$ cat config.mk
export PLATFORM = sky130hd
export DESIGN_NAME = weight_update_ctrl_flat
export DESIGN_NICKNAME = d
export VERILOG_FILES = /design/src/rtl/weight_update_ctrl_if.sv /design/src/rtl/weight_update_ctrl.sv /design/src/flat_wrapper.sv
export SDC_FILE = /design/constraint.sdc
export NUM_CORES = 1
export LEC_CHECK = 0
export CORE_AREA = 2 2 456 458
export CTS_CLUSTER_DIAMETER = 80
export DETAILED_ROUTE_END_ITERATION = 6
export DIE_AREA = 0 0 458 460
export GPL_TIMING_DRIVEN = 0
export PLACE_DENSITY = 0.46
export SLEW_MARGIN = 10
export SYNTH_ARGS = -nofsm -noshare
export SYNTH_HDL_FRONTEND = slang
export SYNTH_SLANG_ARGS = --single-unit
$ cat constraint.sdc
create_clock -name clk -period 3.6 [get_ports clk]
set_input_delay 0.36 -clock clk [delete_from_list [all_inputs] [get_ports clk]]
set_output_delay 0.36 -clock clk [all_outputs]
set_load 0.02 [all_outputs]
$ cat src/rtl/weight_update_ctrl_if.sv
// Bundle of the controller's handshake, forward-read and weight RAM signals.
// The master side is the surrounding datapath; the slave side is the controller.
interface weight_update_ctrl_if #(
   parameter int NROW     = 16,
   parameter int NCOL     = 16,
   parameter int BITWIDTH = 18,
   parameter int AW       = (NCOL > 1) ? $clog2(NCOL) : 1,
   parameter int RW       = BITWIDTH * NROW
);
   logic          start;
   logic          busy;
   logic          done;
   logic          grad_valid;
   logic          grad_ready;
   logic [RW-1:0] grad_row;
   logic          fwd_req;
   logic [AW-1:0] fwd_addr;
   logic          fwd_gnt;
   logic          fwd_valid;
   logic [RW-1:0] fwd_row;
   logic          ram_we;
   logic [AW-1:0] ram_addr_in;
   logic [RW-1:0] ram_row_in;
   logic [AW-1:0] ram_addr_out;
   logic [RW-1:0] ram_row_out;

   modport master (
      output start, grad_valid, grad_row, fwd_req, fwd_addr,
      output ram_row_out,
      input  busy, done, grad_ready, fwd_gnt, fwd_valid, fwd_row,
      input  ram_we, ram_addr_in, ram_row_in, ram_addr_out
   );

   modport slave (
      input  start, grad_valid, grad_row, fwd_req, fwd_addr,
      input  ram_row_out,
      output busy, done, grad_ready, fwd_gnt, fwd_valid, fwd_row,
      output ram_we, ram_addr_in, ram_row_in, ram_addr_out
   );
endinterface

$ cat src/rtl/weight_update_ctrl.sv
// Shares one weight RAM between forward-pass row reads and an SGD sweep
// that applies W := sat(W - (G >>> LR_SHIFT)) column by column.
module weight_update_ctrl #(
   parameter int NROW     = 16,
   parameter int NCOL     = 16,
   parameter int BITWIDTH = 18,
   parameter int LR_SHIFT = 4
) (
   input logic               clk,
   input logic               reset,
   weight_update_ctrl_if.slave bus_io
);
   localparam int AW = (NCOL > 1) ? $clog2(NCOL) : 1;
   localparam int RW = BITWIDTH * NROW;
   localparam int B  = BITWIDTH;

   localparam logic [B-1:0] MAXV = {1'b0, {(B-1){1'b1}}};
   localparam logic [B-1:0] MINV = {1'b1, {(B-1){1'b0}}};
   localparam logic [AW-1:0] LAST = AW'(NCOL - 1);

   typedef enum logic [2:0] {
      IDLE, RD, GRAD, WR, DONE
   } state_e;

   state_e        state_q, state_d;
   logic [AW-1:0] col_q, col_d;
   logic [RW-1:0] upd_q, upd_d;
   logic          fwd_valid_q;
   logic          fwd_gnt;
   logic [RW-1:0] sat_row;

   for (genvar i = 0; i < NROW; i++) begin : g_elem
      logic signed [B-1:0] w;
      logic signed [B-1:0] g;
      logic signed [B-1:0] step;
      logic signed [B:0]   diff;

      assign w    = bus_io.ram_row_out[i*B +: B];
      assign g    = bus_io.grad_row[i*B +: B];
      assign step = g >>> LR_SHIFT;
      assign diff = {w[B-1], w} - {step[B-1], step};

      // Top two bits disagree only when the difference left the B-bit range
      assign sat_row[i*B +: B] =
         (diff[B] != diff[B-1]) ? (diff[B] ? MINV : MAXV)
                                : diff[B-1:0];
   end

   always_comb begin
      state_d             = state_q;
      col_d               = col_q;
      upd_d               = upd_q;
      fwd_gnt             = 1'b0;
      bus_io.grad_ready   = 1'b0;
      bus_io.ram_we       = 1'b0;
      bus_io.ram_addr_in  = '0;
      bus_io.ram_row_in   = '0;
      bus_io.ram_addr_out = '0;

      unique case (state_q)
         IDLE: begin
            if (bus_io.start) begin
               state_d = RD;
               col_d   = '0;
            end else if (bus_io.fwd_req && !reset) begin
               fwd_gnt             = 1'b1;
               bus_io.ram_addr_out = bus_io.fwd_addr;
            end
         end
         RD: begin
            bus_io.ram_addr_out = col_q;
            state_d             = GRAD;
         end
         GRAD: begin
            bus_io.ram_addr_out = col_q;
            bus_io.grad_ready   = 1'b1;
            if (bus_io.grad_valid) begin
               upd_d   = sat_row;
               state_d = WR;
            end
         end
         WR: begin
            // Gated so an aborting reset never lands a partial write
            bus_io.ram_we      = !reset;
            bus_io.ram_addr_in = col_q;
            bus_io.ram_row_in  = upd_q;
            if (col_q == LAST) begin
               state_d = DONE;
            end else begin
               col_d   = col_q + AW'(1);
               state_d = RD;
            end
         end
         DONE: begin
            state_d = IDLE;
            col_d   = '0;
         end
         default: begin
            state_d = IDLE;
            col_d   = '0;
         end
      endcase
   end

   always_ff @(posedge clk) begin
      if (reset) begin
         state_q     <= IDLE;
         col_q       <= '0;
         upd_q       <= '0;
         fwd_valid_q <= 1'b0;
      end else begin
         state_q     <= state_d;
         col_q       <= col_d;
         upd_q       <= upd_d;
         fwd_valid_q <= fwd_gnt;
      end
   end

   assign bus_io.busy      = (state_q != IDLE);
   assign bus_io.done      = (state_q == DONE);
   assign bus_io.fwd_gnt   = fwd_gnt;
   assign bus_io.fwd_valid = fwd_valid_q;
   assign bus_io.fwd_row   = bus_io.ram_row_out;

endmodule

$ cat src/flat_wrapper.sv
// flat-port wrapper written by rule: the top's interface ports become plain ports
module weight_update_ctrl_flat 
#(
   parameter int NROW     = 16,
   parameter int NCOL     = 16,
   parameter int BITWIDTH = 18,
   parameter int LR_SHIFT = 4
)
  (clk, reset, bus_io_start, bus_io_grad_valid, bus_io_grad_row, bus_io_fwd_req, bus_io_fwd_addr, bus_io_ram_row_out, bus_io_busy, bus_io_done, bus_io_grad_ready, bus_io_fwd_gnt, bus_io_fwd_valid, bus_io_fwd_row, bus_io_ram_we, bus_io_ram_addr_in, bus_io_ram_row_in, bus_io_ram_addr_out);
  weight_update_ctrl_if #(.NROW(NROW), .NCOL(NCOL), .BITWIDTH(BITWIDTH)) bus_io_i ();
  input logic clk;
  input logic reset;
  input wire logic [$bits(bus_io_i.start)-1:0] bus_io_start;
  input wire logic [$bits(bus_io_i.grad_valid)-1:0] bus_io_grad_valid;
  input wire logic [$bits(bus_io_i.grad_row)-1:0] bus_io_grad_row;
  input wire logic [$bits(bus_io_i.fwd_req)-1:0] bus_io_fwd_req;
  input wire logic [$bits(bus_io_i.fwd_addr)-1:0] bus_io_fwd_addr;
  input wire logic [$bits(bus_io_i.ram_row_out)-1:0] bus_io_ram_row_out;
  output wire logic [$bits(bus_io_i.busy)-1:0] bus_io_busy;
  output wire logic [$bits(bus_io_i.done)-1:0] bus_io_done;
  output wire logic [$bits(bus_io_i.grad_ready)-1:0] bus_io_grad_ready;
  output wire logic [$bits(bus_io_i.fwd_gnt)-1:0] bus_io_fwd_gnt;
  output wire logic [$bits(bus_io_i.fwd_valid)-1:0] bus_io_fwd_valid;
  output wire logic [$bits(bus_io_i.fwd_row)-1:0] bus_io_fwd_row;
  output wire logic [$bits(bus_io_i.ram_we)-1:0] bus_io_ram_we;
  output wire logic [$bits(bus_io_i.ram_addr_in)-1:0] bus_io_ram_addr_in;
  output wire logic [$bits(bus_io_i.ram_row_in)-1:0] bus_io_ram_row_in;
  output wire logic [$bits(bus_io_i.ram_addr_out)-1:0] bus_io_ram_addr_out;
  assign bus_io_i.start = bus_io_start;
  assign bus_io_i.grad_valid = bus_io_grad_valid;
  assign bus_io_i.grad_row = bus_io_grad_row;
  assign bus_io_i.fwd_req = bus_io_fwd_req;
  assign bus_io_i.fwd_addr = bus_io_fwd_addr;
  assign bus_io_i.ram_row_out = bus_io_ram_row_out;
  assign bus_io_busy = bus_io_i.busy;
  assign bus_io_done = bus_io_i.done;
  assign bus_io_grad_ready = bus_io_i.grad_ready;
  assign bus_io_fwd_gnt = bus_io_i.fwd_gnt;
  assign bus_io_fwd_valid = bus_io_i.fwd_valid;
  assign bus_io_fwd_row = bus_io_i.fwd_row;
  assign bus_io_ram_we = bus_io_i.ram_we;
  assign bus_io_ram_addr_in = bus_io_i.ram_addr_in;
  assign bus_io_ram_row_in = bus_io_i.ram_row_in;
  assign bus_io_ram_addr_out = bus_io_i.ram_addr_out;
  weight_update_ctrl #(.NROW(NROW), .NCOL(NCOL), .BITWIDTH(BITWIDTH), .LR_SHIFT(LR_SHIFT)) u_core (.clk(clk), .reset(reset), .bus_io(bus_io_i));
endmodule
==> results of run 1 <==
-- critical path: cells and delay by family --
family                     cells  cell delay, ns
adders and majority gates      2            0.73
buffers and inverters          2            0.74
AOI/OAI and AO/OA              6            2.09
-- worst paths after layout --
| path | startpoint | end | slack [ns] |
|---|---|---|---|
| max reg2reg | u_core.state_q[2] | u_core.upd_q[159] | 0.30 |
| min | bus_io_fwd_req | u_core.bus_io.fwd_valid | 0.38 |
| max | bus_io_ram_row_out[153] | u_core.upd_q[150] | 0.12 |
| min reg2reg | u_core.upd_q[269] | u_core.upd_q[269] | 0.46 |
-- cells by family after synthesis --
family                     after synthesis
and+or+nand+nor                        931
DFF                                    296
muxes                                    7
xor gates and xnor gates               244
AOI/OAI and AO/OA                     1386
adders and majority gates              421
buffers and inverters                  759
-- power groups by stage --
stage / Combinational [mW] / Sequential [mW] / Clock (mW)
6_report: 6.51 / 3.67 / 4.78
5_1_grt: 7.13 / 3.70 / 5.05
4_1_cts: 6.56 / 3.67 / 4.95
3_5_place_dp: 6.51 / 3.73 / 0
3_3_place_gp: 6.46 / 3.73 / 0
2_1_floorplan: 3.96 / 3.68 / 0
-- final cells by class --
| type | instances | area [um^2] | area share |
|---|---|---|---|
| clock buffers | 58 | 1250 | 0.0264 |
| diodes | 27 | 67.6 | 0.00143 |
| flip-flops and latches | 296 | 5930 | 0.126 |
| plain buffers | 465 | 2960 | 0.0627 |
| clock inverters | 25 | 312 | 0.00661 |
| well taps | 2704 | 3380 | 0.0718 |
| inverters | 293 | 1100 | 0.0233 |
| multi-input cells | 2989 | 20800 | 0.441 |
| repair buffers | 1123 | 11400 | 0.241 |
-- stage by stage --
step / hold WS [ns] / std cells / instance area, um^2 / setup TNS (ns)
after detailed placement: 0.455 / 7869 / 45400 / -207.55
after global placement: 0.445 / 7858 / 45100 / -998.03
after CTS: 0.304 / 7953 / 47000 / 0
after global routing: 0.357 / 7958 / 47100 / -0.0257
after floorplan: 0.432 / 4044 / 30600 / 0
final: 0.376 / 7980 / 47100 / 0
-- placed cells by master (no fill, tap or decap), drive strengths merged, types with 10 or more instances in the layout --
master / Yosys / routed
o2111ai: 24 / 24
and3: 20 / 20
maj3: 116 / 116
nand3: 50 / 50
o21ai: 441 / 441
ha: 289 / 289
o211ai: 29 / 29
a31oi: 62 / 62
xor2: 61 / 61
inv: 292 / 299
a311oi: 12 / 12
nor3: 44 / 44
nor2b: 54 / 54
dlygate4sd2: 0 / 21
buf: 313 / 327
a22o: 10 / 10
clkbuf: 153 / 209
nor2: 195 / 195
diode: 0 / 27
o21bai: 17 / 17
or2: 16 / 16
and2: 314 / 314
a21o: 85 / 85
a21oi: 468 / 468
o21a: 49 / 49
xnor2: 183 / 183
nand2b: 45 / 45
o31ai: 18 / 18
nand4: 15 / 15
clkdlybuf4s50: 0 / 1085
or3: 18 / 18
o41ai: 11 / 11
dfxtp: 296 / 296
nand2: 139 / 139
a211oi: 32 / 32
fa: 16 / 16
clkinv: 1 / 12
a21boi: 17 / 17
-- repair_timing --
item | CTS | global route
gates resized for setup | 52 | 18
endpoints found under the setup margin | 305 | 116
endpoints found under the hold margin | 0 | 0
gates cloned | 0 | 0
buffers inserted | 2 | 0
pin swaps | 1 | 0
-- layer usage --
| metal | global-route usage | vias up | share of wire |
|---|---|---|---|
| met5 | 0 | - | 0.0015 |
| met4 | 0.0491 | 42 | 0.029 |
| met3 | 0.0450 | 220 | 0.080 |
| met2 | 0.294 | 1308 | 0.47 |
| met1 | 0.209 | 16017 | 0.42 |
| li1 | - | 16368 | - |
-- flip-flops by register name, summed over array words and instances (netlist names) --
name	count
u_core.bus_io.fwd_valid	1
u_core.col_q	4
u_core.state_q	3
u_core.upd_q	288
==> reports/results.ini, run 1 <==
[run_status]
outcome=complete, no violations

[setup_path]
worst-r2r-cell-count=8
crit_top_cell=a21oi_1
cp-start-kind=input port
path_cells=clkdlybuf4s50_1 -> ha_1 -> a21oi_1 -> inv_1 -> o31ai_2 -> o211ai_1 -> o21ai_0 -> a22o_1 -> maj3_1 -> a21oi_1
required_ns=4.07
worst-setup-path-type=input port to flip-flop
worstPathArrival_ns=3.95
worstSetupEndpointType=flip-flop
cp_max_fo=6
cp_slowest_cell=clkdlybuf4s50_1
max_stage_delay_ns=0.60

[route]
vias=33955
ant_nets=0
drc=0
wl_per_cell_um=23.7
vias_per_cell=4.26
drt-initial-drc-count=1931
wl_um=189000
first_pass_iters=5

[sta]
setup_viol=0
slew_headroom=0.241
maxSlewViolCount=0
fin_crit_sh=0.967
period_minus_slack_ns=3.48
tightest_slew_ns=1.14
clock_skew_ns=0.0197
fin_ws_ns=0.120
rsz0062_at_grt=true
fmax_mhz=287
final_hold_viol_count=0

[global_route]
antenna_found_initial=87
first_global_vias=33316
grtUsageTotal=0.171
grt_pass1_wl_um=257000
grt_max_degree=13
overflow=0

[logic_synthesis]
synth.area.mux_share=0.00233
synth_fp_nets=4934
synth_area_per_cell_um2=7.57
synth-compound-area-share=0.276
ys_warn_count=0
synth_fa_ha_area_frac=0.166
synthMostInstantiatedCell=a21oi_1
synth_edf_count=0
synth_common_cells=a21oi_1 (466), o21ai_0 (423), and2_1 (314)
synth_top_family_by_area=compound AO/OA/AOI/OAI gates
synth.top_cell.area_share=0.193
ys_seq_area_frac=0.193
synth_cell_type_count=98
synthArstFlopShare=0
synth_top_cell_by_area=dfxtp_1
synth-seq-cells=296
yosys.area_share.xor_xnor=0.0711
synthTopCellsByArea=dfxtp_1 (19%), ha_1 (12%), a21oi_1 (7.6%)
synthSimpleGateAreaFrac=0.160
ys.flop_type=dfxtp_1
syn_inst=4044
syn_area_mm2=0.0306

[cts]
cts_hold_buf=0
clk_pin_slew_ns=0.06
clockBufferDepth=3
clock_sinks=296
cts_tree=built
cts_made_buffers=45
cts.root.buffer_cell=clkbuf_16
htree_levels=2
clock_latency_ns=0.63

[power]
p_int_mw=9.21
pwr-share-clk=0.319
leakage_nw=19.4
seqPwrFrac=0.245
p_per_area_mw_per_mm2=317
power.total_mw=15.0
switching_share=0.384
ir_drop_uv=302
switchingPower_mw=5.75
p_comb_frac=0.435

[layout]
final_core_utilization=0.229
layout-drive-gt1-share=0.0974
area_delta_synth_final_pct=53.9
nFillCells=22891
nets=6103

[placement]
place_hpwl_um=164000
port_buffers=1110
dp_slack_ns=-1.00
gp_congestion=0.916

[job]
cap_violations=0

[worst_hold_path]
min_path_cells=2
hp-class=input port to flip-flop

[floorplanning]
die_y_um=460
start_util=0.149
row_count=167
ios=1175
core_mm2=0.206
die_area_mm2=0.211
die_w_um=458

Power figures use the tool's default switching activity.
==> inputs of run 2 (changes only) <==
Settings changed: CAP_MARGIN set to 15.
==> reports/results.ini, run 2 (same netlist as run 1, synthesis figures left out) <==
[cts]
htree_levels=2
cts_made_buffers=46
clk_pin_slew_ns=0.06
clock_sinks=296
clock_latency_ns=0.62
cts.root.buffer_cell=clkbuf_16
cts_hold_buf=0
clockBufferDepth=3
cts_tree=built

[route]
ant_nets=0
first_pass_iters=5
wl_per_cell_um=23.8
drt-initial-drc-count=2019
vias=33829
vias_per_cell=4.24
wl_um=189000
drc=0

[sta]
fin_crit_sh=0.960
period_minus_slack_ns=3.46
tightest_slew_ns=1.18
rsz0062_at_grt=false
final_hold_viol_count=0
maxSlewViolCount=0
setup_viol=0
slew_headroom=0.212
clock_skew_ns=0.0281
fmax_mhz=289

[setup_path]
path_cells=clkdlybuf4s50_1 -> ha_1 -> and2_1 -> a311oi_1 -> a21boi_1 -> o221ai_1 -> a31oi_1 -> a31oi_2 -> xnor2_1 -> clkbuf_2 -> nand3_1 -> a31oi_1
cp_slowest_cell=clkdlybuf4s50_1
required_ns=4.13
endpoint=u_core.upd_q[155]
worstSetupEndpointType=flip-flop
regToRegSetupSlack_ns=0.22
cp-start-kind=input port
max_stage_delay_ns=0.63
r2r-start=u_core.state_q[2]
crit_path_start=bus_io_ram_row_out[148]
worst-r2r-cell-count=8
crit_top_cell=a31oi_1
cp_max_fo=10
worstPathArrival_ns=3.99
r2r-end=u_core.upd_q[158]
worst-setup-path-type=input port to flip-flop

[layout]
seq_area_mm2=0.00593
final_cells=7973
largest_reg_flops=288
reg_top3=u_core.upd_q: 288 flops, u_core.col_q: 4 flops, u_core.state_q: 3 flops
multiInputGateArea_mm2=0.0208
layout-drive-gt1-share=0.0990
fin_area_mm2=0.0472
final_common_cell=clkdlybuf4s50_1
nFillCells=22918
nets=6106
layout_common_cells=clkdlybuf4s50_1 (1080), a21oi_1 (466), o21ai_0 (423)
area_delta_synth_final_pct=54.1
regMostFlops=u_core.upd_q

[power]
p_comb_frac=0.432
power.total_mw=15.1
pwr-share-clk=0.324
p_per_area_mw_per_mm2=320
p_int_mw=9.34
seqPwrFrac=0.243
ir_drop_uv=369
switchingPower_mw=5.75
switching_share=0.381
leakage_nw=19.5

[floorplanning]
start_util=0.149
die_area_mm2=0.211
ios=1175
core_mm2=0.206
row_count=167
die_w_um=458
die_y_um=460

[placement]
place_hpwl_um=164000
dp_cells=7870
port_buffers=1110
gp_congestion=0.916
placed_area_mm2=0.0454

[global_route]
overflow=0
grtUsageTotal=0.171
antenna_found_initial=94
grt_max_degree=13
grt_pass1_wl_um=256000
first_global_vias=33355

[job]
cap_violations=0

[worst_hold_path]
hp-class=input port to flip-flop
min_path_cells=2

[run_status]
outcome=complete, no violations

## run 2: through the flow
step / hold slack, ns / util / worst slack, ns / setup TNS, ns
after floorplan: 0.432 / - / 0.820 / 0
after global placement: 0.445 / 0.219 / -4.24 / -998.03
after detailed placement: 0.455 / 0.220 / -1.03 / -218.35
after CTS: 0.294 / 0.229 / 0.00443 / 0
after global routing: 0.354 / 0.229 / 0.0161 / 0
final: 0.370 / 0.229 / 0.145 / 0
## run 2: layer usage
layer  GRT usage  wire, um  vias up
met5           0       348        -
met4      0.0452      5400       54
met3      0.0519     15900      232
met2       0.294     89500     1347
met1       0.204     78200    15861
li1            -         -    16335
## run 2: layout make-up
cell class,instances,area share
Multi-Input combinational cell,2989,0.440
Inverter,293,0.0233
Timing Repair Buffer,1126,0.241
Buffer,464,0.0627
Clock buffer,60,0.0279
Sequential cell,296,0.126
Antenna cell,18,0.000954
Clock inverter,23,0.00639
Tap cell,2704,0.0717
## run 2: timing repair
item / in CTS / in global routing
cloned: 0 / 0
setup buffers: 2 / 2
endpoints found under the setup margin: 306 / 76
pin swaps: 1 / 1
resized for setup: 62 / 21
## run 2: power by group through the flow
stage | Combinational (mW) | Clock, mW | Sequential, mW
after global routing | 7.13 | 5.19 | 3.70
after global placement | 6.46 | 0 | 3.73
after floorplan | 3.96 | 0 | 3.68
final | 6.53 | 4.90 | 3.67
after CTS | 6.56 | 5.07 | 3.67
after detailed placement | 6.51 | 0 | 3.73
## run 2: critical path, delay by kind of cell
family	cells	cell delay (ns)
AOI/OAI and AO/OA	6	1.66
buffers and inverters	2	0.94
adders and majority gates	1	0.47
and+or+nand+nor	2	0.37
xor gates and xnor gates	1	0.18
## run 2: worst min path at each step
stage                              endpoint         startpoint
detailed placement        u_core.upd_q[269]  u_core.upd_q[269]
global route        u_core.bus_io.fwd_valid     bus_io_fwd_req
CTS                 u_core.bus_io.fwd_valid     bus_io_fwd_req
floorplan                 u_core.upd_q[143]  u_core.upd_q[143]
global placement          u_core.upd_q[269]  u_core.upd_q[269]
finish              u_core.bus_io.fwd_valid     bus_io_fwd_req
